$ cat config.mk
export PLATFORM = sky130hd
export DESIGN_NAME = vga_timing_gen
export DESIGN_NICKNAME = d
export VERILOG_FILES = /design/src/rtl/vga_timing_gen.sv
export SDC_FILE = /design/constraint.sdc
export NUM_CORES = 1
export LEC_CHECK = 0
export CORE_MARGIN = 1.5
export CORE_UTILIZATION = 46
export CTS_BUF_LIST = sky130_fd_sc_hd__clkbuf_8 sky130_fd_sc_hd__clkbuf_16
export CTS_CLUSTER_SIZE = 24
export DETAILED_ROUTE_END_ITERATION = 10
export HOLD_SLACK_MARGIN = 0.15
export PLACE_DENSITY = 0.76
export SYNTH_ARGS = -nofsm -noshare
export SYNTH_HDL_FRONTEND = slang
export SYNTH_SLANG_ARGS = --single-unit
$ cat constraint.sdc
create_clock -name clk_i -period 1.9 [get_ports clk_i]
set_input_delay 0.38 -clock clk_i [delete_from_list [all_inputs] [get_ports clk_i]]
set_output_delay 0.38 -clock clk_i [all_outputs]
set_load 0.01 [all_outputs]
$ cat src/rtl/vga_timing_gen.sv
// Parametrised raster timing generator: pixel-rate divider, horizontal and
// vertical counters, registered sync/video_on decode and line/frame strobes.
module vga_timing_gen #(
  parameter int H_DISPLAY = 640,
  parameter int H_FRONT   = 16,
  parameter int H_SYNC    = 96,
  parameter int H_BACK    = 48,
  parameter int V_DISPLAY = 480,
  parameter int V_FRONT   = 10,
  parameter int V_SYNC    = 2,
  parameter int V_BACK    = 33,
  parameter int CLK_DIV   = 2,
  parameter int HS_POL    = 0,
  parameter int VS_POL    = 0,
  parameter int CNT_W     = 10
) (
  input  logic             clk_i,
  input  logic             reset_i,
  input  logic             enable_i,
  output logic             hsync_o,
  output logic             vsync_o,
  output logic             video_on_o,
  output logic             pixel_tick_o,
  output logic             line_start_o,
  output logic             frame_start_o,
  output logic [CNT_W-1:0] pixel_x_o,
  output logic [CNT_W-1:0] pixel_y_o
);

  localparam int H_TOTAL = H_DISPLAY + H_FRONT + H_SYNC + H_BACK;
  localparam int V_TOTAL = V_DISPLAY + V_FRONT + V_SYNC + V_BACK;
  // A divide-by-one still needs a one-bit counter that simply stays at zero.
  localparam int DIV_W   = (CLK_DIV > 1) ? $clog2(CLK_DIV) : 1;

  localparam logic [DIV_W-1:0] DIV_LAST = DIV_W'(CLK_DIV - 1);
  localparam logic [CNT_W-1:0] H_LAST   = CNT_W'(H_TOTAL - 1);
  localparam logic [CNT_W-1:0] V_LAST   = CNT_W'(V_TOTAL - 1);
  localparam logic [CNT_W-1:0] H_VIS    = CNT_W'(H_DISPLAY);
  localparam logic [CNT_W-1:0] V_VIS    = CNT_W'(V_DISPLAY);
  localparam logic [CNT_W-1:0] HS_FIRST = CNT_W'(H_DISPLAY + H_FRONT);
  localparam logic [CNT_W-1:0] HS_LAST  = CNT_W'(H_DISPLAY + H_FRONT + H_SYNC - 1);
  localparam logic [CNT_W-1:0] VS_FIRST = CNT_W'(V_DISPLAY + V_FRONT);
  localparam logic [CNT_W-1:0] VS_LAST  = CNT_W'(V_DISPLAY + V_FRONT + V_SYNC - 1);
  localparam logic             HS_ACT   = (HS_POL != 0);
  localparam logic             VS_ACT   = (VS_POL != 0);

  logic [DIV_W-1:0] div_cnt;
  logic [DIV_W-1:0] div_next;
  logic [CNT_W-1:0] x;
  logic [CNT_W-1:0] y;
  logic [CNT_W-1:0] x_next;
  logic [CNT_W-1:0] y_next;
  logic             tick;
  logic             hs_next;
  logic             vs_next;
  logic             vo_next;

  // Next-state counters plus the sync/video decode of that next state, so the
  // registered decode always lines up with the registered coordinates.
  always_comb begin
    tick     = enable_i && (div_cnt == DIV_LAST);
    div_next = div_cnt;
    x_next   = x;
    y_next   = y;
    if (enable_i) begin
      div_next = tick ? '0 : div_cnt + DIV_W'(1);
    end
    if (tick) begin
      if (x == H_LAST) begin
        x_next = '0;
        y_next = (y == V_LAST) ? '0 : y + CNT_W'(1);
      end else begin
        x_next = x + CNT_W'(1);
      end
    end
    hs_next = ((x_next >= HS_FIRST) && (x_next <= HS_LAST)) ? HS_ACT : ~HS_ACT;
    vs_next = ((y_next >= VS_FIRST) && (y_next <= VS_LAST)) ? VS_ACT : ~VS_ACT;
    vo_next = (x_next < H_VIS) && (y_next < V_VIS);
  end

  // Timing state register; reset lands on the visible origin with syncs idle.
  always_ff @(posedge clk_i or posedge reset_i) begin
    if (reset_i) begin
      div_cnt    <= '0;
      x          <= '0;
      y          <= '0;
      hsync_o    <= ~HS_ACT;
      vsync_o    <= ~VS_ACT;
      video_on_o <= 1'b1;
    end else begin
      div_cnt    <= div_next;
      x          <= x_next;
      y          <= y_next;
      hsync_o    <= hs_next;
      vsync_o    <= vs_next;
      video_on_o <= vo_next;
    end
  end

  // Strobes are gated by the tick so they vanish whenever enable_i is low.
  always_comb begin
    pixel_tick_o  = tick;
    line_start_o  = tick && (x == '0);
    frame_start_o = tick && (x == '0) && (y == '0);
    pixel_x_o     = x;
    pixel_y_o     = y;
  end

endmodule

==> results_dict.tcl <==
set metrics [dict create \
    dominantRegCellSynth "dfrtp_1" \
    syn_nets 158 \
    yosysTopAreaCell "dfrtp_1" \
    critPathMaxStageDelay_ps 430 \
    antenna_found_initial 0 \
    fillCellCount 177 \
    timing.final.ws_setup_ps -256.2 \
    firstDrtPassIters 4 \
    numCtsBuffers 3 \
    drt_wl_total_um 5513 \
    hp-class "input pin to asynchronous set/reset pin" \
    rsz0062_at_grt "true" \
    start_util 0.4857 \
    synth_edf_count 0 \
    fin_area_sq_mm 0.002509 \
    switching_share 0.3388 \
    drc 0 \
    fin_crit_sh 1.135 \
    required_ps 1520 \
    grt_pass1_wl_um 7645 \
    end_kind "output port" \
    min_period_ps 2156 \
    top_usage_layer "met2" \
    setup_viol 4 \
    skew_ps 6.012 \
    ys_seq_elements 24 \
    pwr-share-comb 0.421 \
    grt_max_degree 25 \
    p_clk_frac 0.213 \
    utilization 0.8217 \
    ctsHoldBuffers 0 \
    regArea_sq_um 604.3 \
    syn_avg_cell_area_sq_um 9.819 \
    p_leak_uw 0.001109 \
    synth.distinct_cells 47 \
    synth_warnings 0 \
    pre_cts_ws_ps -499.1 \
    via_per_inst 5.976 \
    drtAntennaViolNets 0 \
    timing.hold.ws_ps 445.7 \
    outcome "complete, but fails checks" \
    power_density_mw_per_mm2 676.8 \
    grt_use_total 0.2895 \
    die_y_um 59.78 \
    root_buffer "clkbuf_8" \
    synth_cells 151 \
    path_cells "or3_4 -> nor3_4 -> buf_4 -> and4_1 -> buf_2" \
    seq_area_frac_synth 0.4076 \
    cts_tree "built" \
    cts.clk_slew.worst_paths_ps 90 \
    relSlewSlack 0.7724 \
    start_kind "register" \
    critPathBufInv 2 \
    num_rows 20 \
    clk-insertion-delay-late_ps 270 \
    cp.arrival_ps 1780 \
    synthArstFlopShare 1.000 \
    met1_usage 0.3430 \
    pin_count 29 \
    cts_sinks 24 \
    place.gp.congestion 0.8585 \
    multiInputGateArea_sq_um 955.9 \
    slowest_stage "or3_4" \
    ir_drop_mv 0.9326 \
    via_count 1709 \
    switching_power_uw 575.3 \
    grt.met2_usage 0.5171 \
    die_width_um 59.78 \
    crit_fanout 2 \
    diodes 0 \
    violations "setup timing" \
    final_nets 250 \
    grt_pass1_vias 1648 \
    crit_family "simple AND/OR/NAND/NOR gates" \
    port_buffers 28 \
    clock.fmax_mhz 463.8 \
    overflow 0 \
    fp.coreArea_sq_mm 0.003053 \
    tightest_slew_ps 339.2 \
    die_area_sq_mm 0.003573 \
    clockBufferDepth 2 \
    synth_area_leaders "dfrtp_1 (35%), dfstp_2 (5.3%), inv_1 (3.5%)" \
    intPower_uw 1123 \
    area_growth_pct 69.20 \
    syn_area_sq_mm 0.001483 \
    max_cap_violations 0 \
    hpwl_um 3241 \
    grt_use_met3 0.03463 \
    wire_per_inst_um 19.28 \
    hold_viol_final 0 \
    drt-initial-drc-count 115 \
    pwr-share-seq 0.366 \
    synth_top_area_share 0.3544 \
    cts-htree-levels 1 \
    worst-setup-path-type "register to output port" \
    finalMaxSlewViolations 0 \
    postPlaceCellArea_sq_mm 0.002146 \
    final_layout_size_suffix_gt1_frac 0.4669 \
]
flip-flops by register name, summed over array words and instances, names as in the netlist:
signal      count
div_cnt         1
hsync_o         1
pixel_x_o      10
pixel_y_o      10
video_on_o      1
vsync_o         1
Yosys cell counts (2+ instances only):
| master | n |
|---|---|
| nor3_1 | 4 |
| dfrtp_1 | 21 |
| nor4_1 | 3 |
| xnor2_1 | 4 |
| or2_2 | 2 |
| nand4_1 | 8 |
| a31oi_1 | 5 |
| and3_1 | 3 |
| dfstp_2 | 3 |
| and3_4 | 4 |
| and4_1 | 4 |
| inv_1 | 14 |
| o31ai_1 | 2 |
| o21ai_1 | 3 |
| a21oi_1 | 2 |
| ha_1 | 4 |
| nand2_1 | 10 |
| nand3_1 | 10 |
| buf_4 | 4 |
| xor2_1 | 4 |
| nor2_1 | 6 |
| o21ai_0 | 5 |
| o32ai_1 | 2 |
worst register-to-register path, stage by stage, from the launching register on:
cell,delay [ps]
dfrtp_1,400
buf_6,120
buf_6,120
nor3_4,220
nand4_1,170
buf_4,200
o31a_1,320
a21oi_1,190
nand4_1,160
power groups by stage:
| stage | Combinational (uW) | Sequential, uW | Clock, uW |
|---|---|---|---|
| final | 715 | 622 | 361 |
| after global routing | 777 | 627 | 378 |
| after CTS | 638 | 617 | 363 |
| after detailed placement | 604 | 623 | 0 |
| after global placement | 578 | 619 | 0 |
| after floorplan | 203 | 678 | 0 |
placed cells by master, fill, tap and decap left out, types with 2 or more instances in the layout:
| master | instances |
|---|---|
| and3_4 | 5 |
| dfstp_2 | 3 |
| a31oi_1 | 4 |
| xnor2_1 | 4 |
| nor3_1 | 3 |
| a21oi_1 | 2 |
| or3_4 | 2 |
| o21ai_0 | 4 |
| nor3_4 | 2 |
| inv_2 | 3 |
| buf_4 | 54 |
| and3_1 | 2 |
| nor4_2 | 3 |
| clkdlybuf4s50_1 | 24 |
| and4_1 | 3 |
| buf_6 | 10 |
| o21ai_1 | 3 |
| clkbuf_8 | 4 |
| o32ai_2 | 2 |
| nand4_1 | 8 |
| ha_1 | 2 |
| xor2_1 | 4 |
| nand3_1 | 9 |
| dfrtp_1 | 21 |
| nor2_1 | 6 |
| nand2_1 | 10 |
| inv_1 | 12 |
layer usage:
metal  vias to the layer above  share of wire
met1                       839           0.38
met3                        33          0.041
li1                        748              -
met2                        89           0.53
met4                         0          0.054
met5                         -              0
worst paths after layout:
check	startpoint	to	slack (ps)	cells past startpoint
setup / recovery	pixel_x_o[5]	frame_start_o	-260	5
hold / removal	reset_i	pixel_y_o[9]	450	3
setup reg to reg	pixel_x_o[5]	vsync_o	-100	8
max in group asynchronous	reset_i	vsync_o	1160	3
hold reg to reg	div_cnt	div_cnt	640	2
min in group clk_i	enable_i	div_cnt	630	3
timing repair:
| action | in CTS | in global routing |
|---|---|---|
| setup endpoints to repair | 5 | 10 |
| pin swaps | 12 | 9 |
| setup buffers | 10 | 6 |
| resized for setup | 27 | 24 |
cell type report:
cell class                 count  area share
multi-input combinational    108      0.3810
timing repair buffer          91      0.3117
sequential                    24      0.2409
inverter                      15     0.02244
clock buffer                   4     0.02195
tap                           44     0.02195
logic make-up after synthesis:
group / synth area share
compound gates: 0.1511
xor+xnor: 0.04725
fa+ha+maj: 0.03376
buf+inv: 0.05823
flops: 0.4076
simple gates: 0.3021
metrics by stage:
step | std cells | setup TNS (ps) | power (uW)
detailed placement | 266 | -4454 | 1227
CTS | 280 | -311.5 | 1618
global placement | 266 | -3452 | 1197
global route | 286 | -594.1 | 1783
floorplan | 151 | 0 | 880.4
finish | 286 | -409.3 | 1698
Power figures use the tool's default switching activity.
